### src/rtl/hk_spi_responder.sv
// rtl/hk_spi_responder.sv - SPI mode-0 responder driving an 8-bit register bus; HKSPI_ID_EN adds the 8'h9F ID stream.
module hk_spi_responder #(
    parameter logic [15:0] ID_WORD = 16'h1405
) (
    input  logic       wb_clk_i,
    input  logic       wb_rst_i,
    input  logic       csb,
    input  logic       sck,
    input  logic       sdi,
    output logic       sdo,
    output logic       sdo_oeb,
    output logic [7:0] reg_addr,
    output logic [7:0] reg_wdata,
    output logic       reg_we,
    output logic       reg_re,
    input  logic [7:0] reg_rdata
);

    typedef enum logic [2:0] {
        S_IDLE,
        S_COMMAND,
        S_ADDRESS,
        S_DATA,
        S_IGNORE
    } state_t;

    state_t      r_state;
    logic [1:0]  r_csb_s;
    logic [1:0]  r_sck_s;
    logic [1:0]  r_sdi_s;
    logic        r_csb_d;
    logic        r_sck_d;
    logic [2:0]  r_bit_cnt;
    logic [6:0]  r_shift_in;
    logic [7:0]  r_shift_out;
    logic        r_rd;
    logic        r_wr;
    logic        r_load;
    logic        r_byte_done;

    logic        w_csb_fall;
    logic        w_csb_rise;
    logic        w_sck_rise;
    logic        w_sck_fall;
    logic        w_byte_end;
    logic [7:0]  w_byte;

`ifdef HKSPI_ID_EN
    logic        r_id;
    logic [15:0] r_id_shift;
`else
    logic        w_unused_id;
    assign w_unused_id = ^ID_WORD;
`endif

    // csb flops reset low so a csb held low through reset never looks like a fresh fall
    always_ff @(posedge wb_clk_i) begin
        if (wb_rst_i) begin
            r_csb_s <= 2'b00;
            r_sck_s <= 2'b00;
            r_sdi_s <= 2'b00;
            r_csb_d <= 1'b0;
            r_sck_d <= 1'b0;
        end else begin
            r_csb_s <= {r_csb_s[0], csb};
            r_sck_s <= {r_sck_s[0], sck};
            r_sdi_s <= {r_sdi_s[0], sdi};
            r_csb_d <= r_csb_s[1];
            r_sck_d <= r_sck_s[1];
        end
    end

    assign w_csb_fall = ~r_csb_s[1] &  r_csb_d;
    assign w_csb_rise =  r_csb_s[1] & ~r_csb_d;
    assign w_sck_rise =  r_sck_s[1] & ~r_sck_d;
    assign w_sck_fall = ~r_sck_s[1] &  r_sck_d;
    assign w_byte_end = w_sck_rise && (r_bit_cnt == 3'd7);
    assign w_byte     = {r_shift_in, r_sdi_s[1]};

    always_ff @(posedge wb_clk_i) begin
        if (wb_rst_i) begin
            r_state     <= S_IDLE;
            r_bit_cnt   <= 3'd0;
            r_shift_in  <= 7'd0;
            r_shift_out <= 8'd0;
            r_rd        <= 1'b0;
            r_wr        <= 1'b0;
            r_load      <= 1'b0;
            r_byte_done <= 1'b0;
            sdo         <= 1'b0;
            sdo_oeb     <= 1'b1;
            reg_addr    <= 8'd0;
            reg_wdata   <= 8'd0;
            reg_we      <= 1'b0;
            reg_re      <= 1'b0;
`ifdef HKSPI_ID_EN
            r_id        <= 1'b0;
            r_id_shift  <= 16'd0;
`endif
        end else begin
            reg_we <= 1'b0;
            reg_re <= 1'b0;
            r_load <= reg_re;
            if (r_load) begin
                r_shift_out <= reg_rdata;
            end
            if (w_sck_rise) begin
                r_shift_in <= w_byte[6:0];
                r_bit_cnt  <= r_bit_cnt + 3'd1;
            end

            if (w_csb_rise) begin
                r_state     <= S_IDLE;
                r_rd        <= 1'b0;
                r_wr        <= 1'b0;
                r_byte_done <= 1'b0;
                sdo         <= 1'b0;
                sdo_oeb     <= 1'b1;
`ifdef HKSPI_ID_EN
                r_id        <= 1'b0;
`endif
            end else begin
                case (r_state)
                    S_IDLE: begin
                        if (w_csb_fall) begin
                            r_state   <= S_COMMAND;
                            r_bit_cnt <= 3'd0;
                        end
                    end
                    S_COMMAND: begin
                        if (w_byte_end) begin
                            case (w_byte)
                                8'h80: begin r_wr <= 1'b1; r_state <= S_ADDRESS; end
                                8'h40: begin r_rd <= 1'b1; r_state <= S_ADDRESS; end
                                8'hC0: begin r_wr <= 1'b1; r_rd <= 1'b1; r_state <= S_ADDRESS; end
`ifdef HKSPI_ID_EN
                                8'h9F: begin
                                    r_id       <= 1'b1;
                                    r_id_shift <= ID_WORD;
                                    sdo_oeb    <= 1'b0;
                                    r_state    <= S_DATA;
                                end
`endif
                                default: r_state <= S_IGNORE;
                            endcase
                        end
                    end
                    S_ADDRESS: begin
                        if (w_byte_end) begin
                            reg_addr <= w_byte;
                            reg_re   <= r_rd;
                            sdo_oeb  <= ~r_rd;
                            r_state  <= S_DATA;
                        end
                    end
                    S_DATA: begin
                        if (w_sck_fall && r_rd) begin
                            sdo         <= r_shift_out[7];
                            r_shift_out <= {r_shift_out[6:0], 1'b0};
                        end
`ifdef HKSPI_ID_EN
                        if (w_sck_fall && r_id) begin
                            sdo        <= r_id_shift[15];
                            r_id_shift <= {r_id_shift[14:0], r_id_shift[15]};
                        end
`endif
                        if (w_byte_end && r_wr) begin
                            reg_wdata <= w_byte;
                            reg_we    <= 1'b1;
                        end
                        if (w_byte_end && (r_rd || r_wr)) begin
                            r_byte_done <= 1'b1;
                        end
                        // increment a cycle late so reg_we sees byte N's address and reg_re sees N+1
                        if (r_byte_done) begin
                            r_byte_done <= 1'b0;
                            reg_addr    <= reg_addr + 8'd1;
                            reg_re      <= r_rd;
                        end
                    end
                    S_IGNORE: begin
                    end
                    default: r_state <= S_IDLE;
                endcase
            end
        end
    end

endmodule

### config.mk
export PLATFORM = sky130hd
export DESIGN_NAME = hk_spi_responder
export DESIGN_NICKNAME = d
export VERILOG_FILES = /design/src/rtl/hk_spi_responder.sv
export SDC_FILE = /design/constraint.sdc
export NUM_CORES = 1
export LEC_CHECK = 0
export BUFFER_PORTS_ARGS = -buffer_cell sky130_fd_sc_hd__buf_2
export CAP_MARGIN = 40
export CORE_ASPECT_RATIO = 0.75
export CORE_UTILIZATION = 35
export CTS_BUF_LIST = sky130_fd_sc_hd__clkbuf_8
export DETAILED_ROUTE_END_ITERATION = 8
export PLACE_DENSITY = 0.64
export SYNTH_ARGS = -nofsm -noshare
export SYNTH_HDL_FRONTEND = slang
export SYNTH_SLANG_ARGS = --single-unit
### constraint.sdc
create_clock -name wb_clk_i -period 3.3 [get_ports wb_clk_i]
set_input_delay 0.165 -clock wb_clk_i [delete_from_list [all_inputs] [get_ports wb_clk_i]]
set_output_delay 0.165 -clock wb_clk_i [all_outputs]
set_load 0.01 [all_outputs]
==> results of run 1 <==
## cells in the final DEF, fill, tap and decap left out, types with 4 or more instances in the layout
cell	netlist	routed
sky130_fd_sc_hd__o21ai_0	7	7
sky130_fd_sc_hd__inv_1	4	4
sky130_fd_sc_hd__clkbuf_8	0	6
sky130_fd_sc_hd__dfxtp_1	53	53
sky130_fd_sc_hd__mux2i_1	17	17
sky130_fd_sc_hd__nand3_1	4	4
sky130_fd_sc_hd__a211oi_1	8	8
sky130_fd_sc_hd__nand2b_1	4	4
sky130_fd_sc_hd__nor2b_1	13	13
sky130_fd_sc_hd__nor2_1	28	28
sky130_fd_sc_hd__or3_1	5	5
sky130_fd_sc_hd__buf_2	2	32
sky130_fd_sc_hd__a21oi_1	21	21
sky130_fd_sc_hd__and2_1	4	4
sky130_fd_sc_hd__nand2_1	26	26
## routing by layer
layer  GRT usage  part of all wire  vias up
met5           0                 0        -
met4     0.06154             0.017        0
met3     0.03715             0.049        8
met2      0.2238              0.42       43
met1      0.2070              0.51      821
li1            -                 -      922
## through the flow
stage                     instances  utilization  setup WS (ns)
after floorplan                 246            -          1.598
after global placement          344       0.4069          1.393
after detailed placement        344       0.4069          1.344
after CTS                       352       0.4269          1.326
after global routing            352       0.4269          1.119
final                           352       0.4269          1.333
## sequential cells by signal (all words and copies together), names as in the netlist
name,cells
reg_addr,8
r_shift_out,8
r_sck_s,2
reg_we,1
sdo,1
r_rd,1
r_load,1
r_byte_done,1
reg_re,1
r_shift_in,7
r_state,3
r_wr,1
r_bit_cnt,3
r_sck_d,1
r_sdi_s,2
sdo_oeb,1
reg_wdata,8
r_csb_s,2
r_csb_d,1
## final timing paths
check	slack (ns)	end	from
setup / recovery	1.33	reg_addr[3]$_SDFFE_PP0P_	r_bit_cnt[0]$_SDFF_PP0_
hold / removal	0.06	r_sdi_s[0]$_SDFF_PP0_	sdi
setup reg to reg	1.33	reg_addr[3]$_SDFFE_PP0P_	r_bit_cnt[0]$_SDFF_PP0_
hold reg to reg	0.44	r_sck_s[1]$_SDFF_PP0_	r_sck_s[0]$_SDFF_PP0_
## power by group through the flow
stage | logic [mW] | clock network, mW | registers [mW]
after floorplan | 0.0227 | 0 | 0.663
after global placement | 0.0338 | 0 | 0.664
after detailed placement | 0.0342 | 0 | 0.664
after CTS | 0.0343 | 0.476 | 0.649
after global routing | 0.0376 | 0.499 | 0.650
final | 0.0338 | 0.461 | 0.649
## cell type report
cell class                      count  share of cell area
Tap cell                           78             0.03807
Timing Repair Buffer               32             0.06247
Sequential cell                    53              0.4139
Clock buffer                        6             0.03221
Multi-Input combinational cell    177              0.4329
Clock inverter                      2             0.01464
Inverter                            4            0.005857
## cells by family after synthesis
family | after synthesis | share of synthesized area
multiplexers | 17 | 0.07593
buffers and inverters | 16 | 0.03126
XOR/XNOR | 1 | 0.003909
AND/OR/NAND/NOR | 102 | 0.2418
flip-flops | 53 | 0.4735
AO/OA/AOI/OAI | 54 | 0.1569
adder cells (fa/ha/maj) | 3 | 0.01675
==> flow_summary.json, run 1 <==
{
  "run_status": "finished, final reports clean",
  "yosysWarnings": 0,
  "synthesis.instances": 246,
  "crit_path_start_kind": "flip-flop",
  "setup_viol_count_final": 0,
  "area_taken_by_multi_input_logic_gates_mm2": 0.001110,
  "crit_path_max_fanout": 8,
  "vdd_ir_drop_max_v": 0.0002202,
  "sum_of_buffers_and_inverters_on_the_critical_path": 0,
  "gr-total-overflow": 0,
  "fp.dieArea_mm2": 0.006730,
  "r2r_cells": 6,
  "cts.sink_count": 53,
  "drtPass1Iterations": 4,
  "synth_top_area_cell": "sky130_fd_sc_hd__dfxtp_1",
  "synth_seq_cells": 53,
  "cellInternalPower_mw": 0.9043,
  "critPathArrivalTime_ns": 2.21,
  "cts_inserted_buffers": 5,
  "core_area_mm2": 0.006006,
  "detailedPlacementHpwl_mm": 3.248,
  "clk_path_buf_depth": 2,
  "hold_path_class": "in -> reg",
  "max_clock_freq_mhz": 508.4,
  "grt_use_total": 0.1500,
  "final.hold.worst_slack_ns": 0.05827,
  "ioPinCount": 33,
  "totalNegativeSetupSlack_ns": 0,
  "worstPathCellList": "ha_1, ha_1, and4bb_2, o211ai_1, o21ai_0, a21oi_1",
  "finalHoldViolCount": 0,
  "crit_path_top_delay_cell": "sky130_fd_sc_hd__o211ai_1",
  "area.sequential_mm2": 0.001061,
  "mappedNetlistArea_mm2": 0.002241,
  "start_util": 0.3731,
  "net-switching-power_mw": 0.2394,
  "ant_nets": 0,
  "largest_cells_by_area_after_synthesis": "sky130_fd_sc_hd__dfxtp_1 47%, sky130_fd_sc_hd__mux2i_1 7.6%, sky130_fd_sc_hd__a21oi_1 4.7%",
  "synth_area_per_cell_um2": 9.109,
  "synthToLayoutAreaGrowth_pct": 14.41,
  "post_cts_resized": 0,
  "root_buffer": "sky130_fd_sc_hd__clkbuf_8",
  "number_of_antenna_repair_diodes": 0,
  "share_of_layout_cells_above_drive_strength_1": 0.1679,
  "max_slew_margin": 0.4115,
  "timing.critical_path.required_ns": 3.54,
  "ctsHtreeMaxLevel": 2,
  "final_min_period_over_clock_period": 0.5961,
  "rows": 24,
  "final-max-slew-violation-count": 0,
  "sw_frac_of_total": 0.2093,
  "p_comb_frac": 0.030,
  "clock-skew-final_ns": 0.007001,
  "avgRoutedWirePerCell_um": 13.30,
  "setup_repair_after_global_routing_missed_its_margin": "no",
  "synth-edff-count": 0,
  "synth_flop_cell": "sky130_fd_sc_hd__dfxtp_1",
  "postCtsHoldBufs": 0,
  "yosys.area.top_type_share": 0.4735,
  "synthesis.nets": 262,
  "drc": 0,
  "first_global_vias": 1716,
  "top_cells_by_instance_count_after_synthesis": "53 x sky130_fd_sc_hd__dfxtp_1, 28 x sky130_fd_sc_hd__nor2_1, 26 x sky130_fd_sc_hd__nand2_1, 21 x sky130_fd_sc_hd__a21oi_1, 17 x sky130_fd_sc_hd__mux2i_1",
  "crit_top_cell": "sky130_fd_sc_hd__ha_1",
  "detail_route.iter0.violations": 98,
  "share_clk_of_total_power": 0.403,
  "clkLatencyLatePin_ns": 0.31,
  "share_seq_of_total_power": 0.568,
  "critPathCaptureType": "flip-flop",
  "max_slew.worst_pin.slew_ns": 0.8827,
  "numPortBuffers": 32,
  "gp_routability_congestion": 0.8145,
  "finalWirelength_mm": 4.682,
  "tritoncts": "yes",
  "dieHeight_um": 71.30,
  "fin_area_mm2": 0.002564,
  "postCtsSetupRepairBufs": 0,
  "async_reset_ff_frac": 0,
  "fin_total_pwr_mw": 1.144,
  "worst_path_largest_cell_delay_ns": 0.52,
  "finalCriticalPeriod_ns": 1.967,
  "clkSlewWorstSetupHoldPaths_ns": 0.10,
  "grt_first_pass_wirelength_mm": 7.866,
  "dr_total_vias": 1794,
  "routed_via_density": 5.097,
  "synth_most_common_cell": "sky130_fd_sc_hd__dfxtp_1",
  "critical_path.top_delay_family": "compound AO/OA/AOI/OAI gates",
  "grt_antenna_before_repair": 0,
  "die_width_um": 94.40,
  "critical_path_type": "reg -> reg",
  "placement.cell_area_mm2": 0.002444,
  "min_delay_path_depth": 2,
  "final.fill_count": 625,
  "layout.nets": 289,
  "depth_of_the_critical_timing_path_with_buffers_and_inverters_included": 6,
  "pin_count_of_the_biggest_net_entering_global_routing": 50,
  "power_leakage_nw": 1.088,
  "drv.max_cap_violation_count": 0,
  "synth_cell_type_count": 43,
  "synth_sequential_area_ratio": 0.4735,
  "power_density_mw_per_mm2": 446.1
}
Power figures use the tool's default switching activity.
==> run 2, diff against run 1 <==
- clock period: 3.3 -> 1.85 ns (I/O delays scaled with it)
==> run 2 against run 1 <==
- combinational power grew 110%
- critical path type unchanged
- sequential share of layout area shrank 1.4 points
- die area is the same
- clock-buffer cell count shrank 1
==> flow_summary.json, run 2 (synthesized netlist as in run 1, its figures left out) <==
{
  "run_status": "finished, final reports clean",
  "totalNegativeSetupSlack_ns": 0,
  "gr-total-overflow": 0,
  "gp_routability_congestion": 0.8126,
  "finalHoldViolCount": 0,
  "detailedPlace.worstSlack_ns": -0.005592,
  "pin_count_of_the_biggest_net_entering_global_routing": 47,
  "numPortBuffers": 32,
  "timing.critical_path.required_ns": 2.04,
  "cts_inserted_buffers": 5,
  "fp.dieArea_mm2": 0.006730,
  "crit_path_start_kind": "flip-flop",
  "ioPinCount": 33,
  "finalWirelength_mm": 4.896,
  "cts.sink_count": 53,
  "clkLatencyLatePin_ns": 0.30,
  "final_cells": 364,
  "final-max-slew-violation-count": 0,
  "drc": 0,
  "ant_nets": 0,
  "die_width_um": 94.40,
  "critPathArrivalTime_ns": 1.95,
  "mostFrequentLayoutCells": "51 x sky130_fd_sc_hd__dfxtp_1, 32 x sky130_fd_sc_hd__buf_2, 28 x sky130_fd_sc_hd__nor2_1",
  "vdd_ir_drop_max_v": 0.0003507,
  "clk_path_buf_depth": 2,
  "clock-skew-final_ns": 0.008621,
  "number_of_antenna_repair_diodes": 0,
  "placed_cells": 350,
  "max_slew.worst_pin.slew_ns": 0.4797,
  "synthToLayoutAreaGrowth_pct": 18.76,
  "share_of_layout_cells_above_drive_strength_1": 0.2028,
  "setup_viol_count_final": 0,
  "final_min_period_over_clock_period": 0.9522,
  "routed_via_density": 5.063,
  "detailedPlacementHpwl_mm": 3.296,
  "power_density_mw_per_mm2": 702.0,
  "dr_total_vias": 1843,
  "grt_antenna_before_repair": 0,
  "tritoncts": "yes",
  "clkSlewWorstSetupHoldPaths_ns": 0.10,
  "hold_path_class": "in -> reg",
  "power_leakage_nw": 1.127,
  "finalCriticalPeriod_ns": 1.762,
  "dieHeight_um": 71.30,
  "setup_ws_ns": 0.08844,
  "biggestRegsByFlops": "r_shift_out: 8 flops, reg_addr: 8 flops, reg_wdata: 8 flops",
  "avgRoutedWirePerCell_um": 13.45,
  "root_buffer": "sky130_fd_sc_hd__clkbuf_8",
  "layout.core_utilization": 0.4431,
  "ctsHtreeMaxLevel": 2,
  "rows": 24,
  "core_area_mm2": 0.006006,
  "drtPass1Iterations": 4,
  "crit_path_max_fanout": 5,
  "critPathCaptureType": "flip-flop",
  "grt_first_pass_wirelength_mm": 8.010,
  "detail_route.iter0.violations": 78,
  "layout.nets": 301,
  "max_slew_margin": 0.6802,
  "layout.cells.most_common": "sky130_fd_sc_hd__dfxtp_1",
  "drv.max_cap_violation_count": 0,
  "first_global_vias": 1642,
  "max_clock_freq_mhz": 567.7,
  "grt_use_total": 0.1527,
  "critical_path_type": "reg -> reg",
  "start_util": 0.3731
}
run 2: path summary, 6_finish.rpt:
kind,depth (start not counted),to,startpoint,slack (ns)
hold reg to reg,1,r_sck_s[1]$_SDFF_PP0_,r_sck_s[0]$_SDFF_PP0_,0.44
setup / recovery,6,reg_wdata[6]$_SDFFE_PP0P_,r_bit_cnt[0]$_SDFF_PP0_,0.09
setup reg to reg,6,reg_wdata[6]$_SDFFE_PP0P_,r_bit_cnt[0]$_SDFF_PP0_,0.09
hold / removal,2,r_sdi_s[0]$_SDFF_PP0_,sdi,0.005
run 2: critical path, cell delays in order, from the launching register on:
cell and delay, ns:
sky130_fd_sc_hd__dfxtp_2 0.37, sky130_fd_sc_hd__ha_4 0.15, sky130_fd_sc_hd__ha_4 0.14, sky130_fd_sc_hd__nand3b_1 0.16
sky130_fd_sc_hd__or4b_4 0.60, sky130_fd_sc_hd__mux2i_1 0.18, sky130_fd_sc_hd__nor2_1 0.06
run 2: routing by layer:
metal  GRT usage  part of all wire
met4     0.04274            0.0055
met3     0.03503             0.050
met2      0.2158              0.42
met5           0                 0
met1      0.2306              0.53
run 2: what timing repair did:
action / in CTS / in global routing
resized for setup: 3 / 4
setup buffers: 2 / 0
endpoints found under the hold margin: 3 / 0
cloned: 1 / 0
endpoints found under the setup margin: 5 / 8
pin swaps: 1 / 1
hold buffers: 3 / 0
run 2: where the power goes:
part           switching, mW  internal, mW
sequential           0.00916          1.15
combinational         0.0395        0.0321
clock                  0.373         0.265
total                  0.421          1.45
run 2: through the flow:
| step | hold WS (ns) | power [mW] | cell area (um2) |
|---|---|---|---|
| floorplan | 0.2207 | 1.222 | 2241 |
| global placement | 0.3078 | 1.248 | 2489 |
| detailed placement | 0.3097 | 1.248 | 2489 |
| CTS | 0.002663 | 1.891 | 2638 |
| global route | 0.01420 | 1.951 | 2661 |
| finish | 0.005293 | 1.868 | 2661 |
run 2: final cells by class:
type / instances / area (um2)
clock inverters: 3 / 17.52
flip-flops and latches: 53 / 1064
well taps: 78 / 97.59
inverters: 4 / 15.01
repair buffers: 43 / 250.2
multi-input cells: 178 / 1149
clock buffers: 5 / 68.82
fillers: 610 / 3344
